$ cat src/rtl/fuzz_ctrl_pkg.sv
// Shared types and constants for the fuzzing round sequencer: state encoding,
// verdict codes, default parameters and the saturating counter increment.
package fuzz_ctrl_pkg;

  typedef enum logic [2:0] {
    ST_IDLE   = 3'd0,
    ST_LOAD   = 3'd1,
    ST_RST    = 3'd2,
    ST_RUN    = 3'd3,
    ST_REPORT = 3'd4,
    ST_HALT   = 3'd5
  } state_e;

  typedef enum logic [1:0] {
    REASON_NONE    = 2'd0,
    REASON_PASS    = 2'd1,
    REASON_FAIL    = 2'd2,
    REASON_TIMEOUT = 2'd3
  } reason_e;

  localparam int unsigned DEF_RESET_CYCLES = 32'd8;
  localparam int unsigned DEF_COV_W        = 32'd32;
  localparam int unsigned CNT_W            = 32'd64;

  // Increment that sticks at all-ones instead of wrapping.
  function automatic logic [CNT_W-1:0] sat_inc(input logic [CNT_W-1:0] v);
    logic [CNT_W-1:0] r;
    if (v == {CNT_W{1'b1}}) begin
      r = v;
    end else begin
      r = v + 64'd1;
    end
    return r;
  endfunction

endpackage

$ cat src/rtl/fuzz_watchdog.sv
// Per-round RUN cycle counter (64-bit, saturating) and run-length limit compare.
// timeout_o flags the cycle in which the completed-cycle count reaches the limit.
module fuzz_watchdog
  import fuzz_ctrl_pkg::*;
(
  input  logic             clock,
  input  logic             reset,
  input  logic             clr_i,
  input  logic             en_i,
  input  logic [CNT_W-1:0] max_i,
  output logic [CNT_W-1:0] cnt_inc_o,
  output logic             timeout_o
);

  logic [CNT_W-1:0] cnt_q;
  logic [CNT_W-1:0] max_q;

  // Counter clears and limit latches together when a new round leaves LOAD.
  always_ff @(posedge clock) begin
    if (reset) begin
      cnt_q <= 64'd0;
      max_q <= 64'd0;
    end else if (clr_i) begin
      cnt_q <= 64'd0;
      max_q <= max_i;
    end else if (en_i) begin
      cnt_q <= sat_inc(cnt_q);
    end else begin
      cnt_q <= cnt_q;
    end
  end

  assign cnt_inc_o = sat_inc(cnt_q);
  assign timeout_o = (max_q != 64'd0) && (cnt_q == max_q);

endmodule

$ cat src/rtl/fuzz_round_ctrl.sv
// Round sequencer for the RTL fuzzing loop: drives DUT meta-reset and clock
// enable, handshakes testcase reloads with the host and records per-round verdicts.
module fuzz_round_ctrl
  import fuzz_ctrl_pkg::*;
#(
  parameter int unsigned RESET_CYCLES = DEF_RESET_CYCLES,
  parameter int unsigned COV_W        = DEF_COV_W
) (
  input  logic             clock,
  input  logic             reset,
  input  logic             start,
  input  logic             continuous,
  input  logic [63:0]      max_cycles,
  input  logic             load_ack,
  input  logic             finish,
  input  logic             fail,
  input  logic [COV_W-1:0] cov_sum,
  output logic             dut_reset,
  output logic             dut_clk_en,
  output logic             load_req,
  output logic             busy,
  output logic             round_done,
  output logic [1:0]       round_reason,
  output logic [63:0]      round_cycles,
  output logic [COV_W-1:0] round_cov,
  output logic [31:0]      round_count
);

  state_e           state_q, state_d;
  logic [31:0]      rst_cnt_q, rst_cnt_d;
  reason_e          reason_q, reason_d;
  logic [63:0]      cycles_q, cycles_d;
  logic [COV_W-1:0] cov_q, cov_d;
  logic [31:0]      count_q, count_d;

  reason_e          verdict_s;
  logic             wd_clr_s;
  logic             wd_en_s;
  logic             timeout_s;
  logic [63:0]      cnt_inc_s;

  fuzz_watchdog u_watchdog (
    .clock     (clock),
    .reset     (reset),
    .clr_i     (wd_clr_s),
    .en_i      (wd_en_s),
    .max_i     (max_cycles),
    .cnt_inc_o (cnt_inc_s),
    .timeout_o (timeout_s)
  );

  // Next-state, verdict resolution and result-register updates.
  always_comb begin
    state_d   = state_q;
    rst_cnt_d = rst_cnt_q;
    reason_d  = reason_q;
    cycles_d  = cycles_q;
    cov_d     = cov_q;
    count_d   = count_q;
    verdict_s = REASON_NONE;
    wd_clr_s  = 1'b0;
    wd_en_s   = 1'b0;
    case (state_q)
      ST_IDLE, ST_HALT: begin
        if (start) begin
          state_d = ST_LOAD;
        end else begin
          state_d = state_q;
        end
      end
      ST_LOAD: begin
        if (load_ack) begin
          state_d   = ST_RST;
          rst_cnt_d = 32'd0;
          wd_clr_s  = 1'b1;
        end else begin
          state_d   = ST_LOAD;
        end
      end
      ST_RST: begin
        if (rst_cnt_q == RESET_CYCLES - 32'd1) begin
          state_d = ST_RUN;
        end else begin
          rst_cnt_d = rst_cnt_q + 32'd1;
        end
      end
      ST_RUN: begin
        // fail outranks timeout, which outranks finish
        if (fail) begin
          verdict_s = REASON_FAIL;
        end else if (timeout_s) begin
          verdict_s = REASON_TIMEOUT;
        end else if (finish) begin
          verdict_s = REASON_PASS;
        end else begin
          wd_en_s   = 1'b1;
        end
        if (verdict_s != REASON_NONE) begin
          state_d  = ST_REPORT;
          reason_d = verdict_s;
          cycles_d = cnt_inc_s;
          cov_d    = cov_sum;
          count_d  = count_q + 32'd1;
        end else begin
          state_d  = ST_RUN;
        end
      end
      ST_REPORT: begin
        if ((reason_q == REASON_PASS) && continuous) begin
          state_d = ST_LOAD;
        end else begin
          state_d = ST_HALT;
        end
      end
      default: begin
        state_d = ST_IDLE;
      end
    endcase
  end

  // State and result registers.
  always_ff @(posedge clock) begin
    if (reset) begin
      state_q   <= ST_IDLE;
      rst_cnt_q <= 32'd0;
      reason_q  <= REASON_NONE;
      cycles_q  <= 64'd0;
      cov_q     <= '0;
      count_q   <= 32'd0;
    end else begin
      state_q   <= state_d;
      rst_cnt_q <= rst_cnt_d;
      reason_q  <= reason_d;
      cycles_q  <= cycles_d;
      cov_q     <= cov_d;
      count_q   <= count_d;
    end
  end

  assign dut_reset    = (state_q != ST_RUN);
  assign dut_clk_en   = (state_q == ST_RST) || (state_q == ST_RUN);
  assign load_req     = (state_q == ST_LOAD);
  assign busy         = (state_q != ST_IDLE) && (state_q != ST_HALT);
  assign round_done   = (state_q == ST_REPORT);
  assign round_reason = reason_q;
  assign round_cycles = cycles_q;
  assign round_cov    = cov_q;
  assign round_count  = count_q;

endmodule

$ cat config.mk
export PLATFORM = sky130hd
export DESIGN_NAME = fuzz_round_ctrl
export DESIGN_NICKNAME = d
export VERILOG_FILES = /design/src/rtl/fuzz_ctrl_pkg.sv /design/src/rtl/fuzz_watchdog.sv /design/src/rtl/fuzz_round_ctrl.sv
export SDC_FILE = /design/constraint.sdc
export NUM_CORES = 1
export LEC_CHECK = 0
export BUFFER_PORTS_ARGS = -buffer_cell sky130_fd_sc_hd__buf_2
export CAP_MARGIN = 20
export CORE_MARGIN = 2
export CORE_UTILIZATION = 62
export DETAILED_ROUTE_END_ITERATION = 8
export GPL_ROUTABILITY_DRIVEN = 0
export PLACE_DENSITY = 0.86
export SYNTH_ARGS = -nofsm -noshare
export SYNTH_HDL_FRONTEND = slang
export SYNTH_SLANG_ARGS = --single-unit
export TNS_END_PERCENT = 20
$ cat constraint.sdc
create_clock -name clock -period 4.7 [get_ports clock]
set_input_delay 0.94 -clock clock [delete_from_list [all_inputs] [get_ports clock]]
set_output_delay 0.94 -clock clock [all_outputs]
set_load 0.05 [all_outputs]
==> run_results.csv <==
group,metric,value,unit
outcome,status,"complete, but fails checks",
outcome,violations,"DRC",
logic_synthesis,yosysMostFrequentCell,"dfxtp_1",
clock_network,clkSinkCount,293,
sta,min_period,3.39,ns
logic_synthesis,syn_inst,1847,
floorplan,start_util,0.631,
pwr,seqPwrFrac,0.451,
setup_path,crit_required,5.20,ns
logic_synthesis,synth_edf_count,0,
logic_synthesis,synth.area.top_cells,"dfxtp_1, a21oi_1, xor2_1",
pwr,p_int,4220,µW
pwr,peakVddDrop,0.236,mV
placed_design,io_buffers,237,
logic_synthesis,ys_seq_area_frac,0.396,
sta,rsz0062_at_grt,"no",
detailed_routing,vias_per_cell,6.59,
sta,setup_tns,0,ns
clock_network,postCtsSetupRepairBufs,0,
clock_network,clkTransAtPathRegs,0.07,ns
sta,slew-limit-headroom,0.257,
sta,layout_setup_ws,1.31,ns
clock_network,hold_buffers,0,
logic_synthesis,synth-seq-cells,293,
pwr,switching_power,1590,µW
sta,fmax,295,MHz
min_path,hold_path.class,"register to register",
detailed_routing,ant_nets,0,
sta,tightestPinTransition,1.11,ns
floorplan,core_area,23500,µm²
global_routing,grt_pass1_vias,13300,
pwr,power.density,344,nW/µm²
sta,slew_viol_final,0,
clock_network,htreeDepth,1,
setup_path,cp.arrival,3.89,ns
sta,finalHoldViolations,0,
cells_and_area,syn_to_final_growth,14.2,%
logic_synthesis,ys_warn_count,0,
placed_design,hpwl,32300,µm
detailed_routing,vias,15200,
global_routing,grt_pass1_wl,71600,µm
logic_synthesis,yosysTopAreaCellShare,0.396,
floorplan,die_h,159,µm
clock_network,cts.path.max_buffers,3,
clock_network,cts_made_buffers,29,
logic_synthesis,yosys.area.top_type,"dfxtp_1",
pwr,swShare,0.274,
sta,finalCritPeriodShare,0.722,
clock_network,ctsResizeCount,0,
global_routing,grt.overflow.total,0,
detailed_routing,drtPass1Iterations,9,
flow_run,drv_cap,0,
setup_path,start_kind,"register",
detailed_routing,drt-initial-drc-count,2468,
logic_synthesis,syn_nets,1953,
logic_synthesis,syn_avg_cell_area,8.02,µm²
clock_network,insertion_delay,0.57,ns
placed_design,dp_slack,1.49,ns
setup_path,crit_fanout,9,
global_routing,grt_antenna_before_repair,2,
pwr,power.static_leakage,0.00630,µW
floorplan,row_count,56,
pwr,power,5820,µW
clock_network,cts_tree,"yes",
detailed_routing,drt_wl_total,46200,µm
sta,finClkSkew,0.0259,ns
setup_path,cp-end-kind,"register",
clock_network,cts_root_buf,"clkbuf_16",
floorplan,io_pins,238,
pwr,clockPowerShare,0.431,
logic_synthesis,synthDistinctLibCells,63,
detailed_routing,drc,47,
global_routing,track_usage,0.355,
setup_path,worst-setup-path-type,"register to register",
logic_synthesis,synth_top_cells_by_count,"dfxtp_1, a21oi_1, nand2_1, clkbuf_1, xor2_1",
logic_synthesis,async_flop_share,0,
logic_synthesis,syn_area,14800,µm²
global_routing,grt_max_degree,111,
sta,setup_viol,0,
pwr,pwr-share-comb,0.118,
floorplan,die_x,159,µm
cells_and_area,drive_above_1_share,0.178,
cells_and_area,nets,2064,
floorplan,dieArea,25200,µm²
detailed_routing,avgRoutedWirePerCell,20.1,µm
logic_synthesis,synth_flop_cell,"dfxtp_1",
[path summary, 6_finish.rpt]
check,from,cells past startpoint,slack (ns),end
max,u_watchdog.cnt_q[40],7,1.31,u_watchdog.cnt_q[63]
min,round_cycles[14],2,0.47,round_cycles[14]
max reg2reg,u_watchdog.cnt_q[40],7,1.31,u_watchdog.cnt_q[63]
min reg2reg,round_cycles[14],2,0.47,round_cycles[14]
[layer usage]
layer	vias up	track usage	share of wire
li1	7000	-	-
met4	0	0.167	0.052
met5	-	0	0
met2	1006	0.530	0.42
met1	6944	0.483	0.40
met3	227	0.0866	0.13
[cell type report]
type | count | area, µm²
clock buffer | 37 | 796
clock inverter | 17 | 236
inverter | 22 | 82.6
tap | 319 | 399
antenna | 2 | 5.00
fill | 1832 | 6550
timing repair buffer | 255 | 1350
multi-input combinational | 1357 | 8180
sequential | 293 | 5870
[flip-flops by register name, indices dropped and copies added, names as in the netlist]
| register | cells |
|---|---|
| state_q | 3 |
| round_reason | 2 |
| round_cov | 32 |
| u_watchdog.max_q | 64 |
| rst_cnt_q | 32 |
| u_watchdog.cnt_q | 64 |
| round_count | 32 |
| round_cycles | 64 |
[cells in the final DEF (no fill, tap or decap), drive strengths merged, types with 5 or more instances in the layout]
master	Yosys	routed
dfxtp	293	293
buf	51	255
a21oi	240	240
nand2	213	213
xor2	96	96
nand3	80	80
nor2	79	79
o31ai	74	74
o21ai	74	74
or4	70	70
nand4	62	62
nor4	58	58
xnor2	43	43
or3	40	40
a211oi	40	40
clkbuf	124	37
nor3	25	25
inv	22	24
and3	23	23
and4	16	16
or2	15	15
o211ai	14	14
and2	9	9
o311ai	8	8
nor2b	7	7
o2111ai	7	7
clkinv	0	7
mux2	6	6
bufinv	0	5
nand2b	5	5
[critical path, cell delays in order, from the launching register on]
cell	delay [ns]
dfxtp_1	0.60
nand3_1	0.34
nor4_1	0.68
nand3_1	0.24
a2111oi_0	0.79
nand2_1	0.18
or3_1	0.34
a21oi_1	0.15
[power groups by stage]
| stage | Combinational [µW] | Clock [µW] | Sequential (µW) |
|---|---|---|---|
| 2_1_floorplan | 370 | 0 | 2760 |
| 3_3_place_gp | 657 | 0 | 2670 |
| 3_5_place_dp | 668 | 0 | 2680 |
| 4_1_cts | 672 | 2510 | 2620 |
| 5_1_grt | 737 | 2620 | 2630 |
| 6_report | 686 | 2510 | 2620 |
[kinds of logic after synthesis]
group                      share of synthesized area
muxes                                        0.00659
and+or+nand+nor                                0.259
AOI/OAI and AO/OA                              0.200
buffers and inverters                         0.0541
xor gates and xnor gates                      0.0822
adders and majority gates                    0.00253
DFF                                            0.396
[metrics by stage]
step | instances | utilization | hold slack, ns | cell area [µm²]
6_report | 2302 | 0.721 | 0.468 | 16900
5_1_grt | 2302 | 0.721 | 0.497 | 16900
4_1_cts | 2299 | 0.720 | 0.470 | 16900
3_5_place_dp | 2245 | 0.676 | 0.464 | 15900
3_3_place_gp | 2245 | 0.676 | 0.457 | 15900
2_1_floorplan | 1847 | - | 0.460 | 14800
No activity file was read; power rests on OpenSTA's default activity.
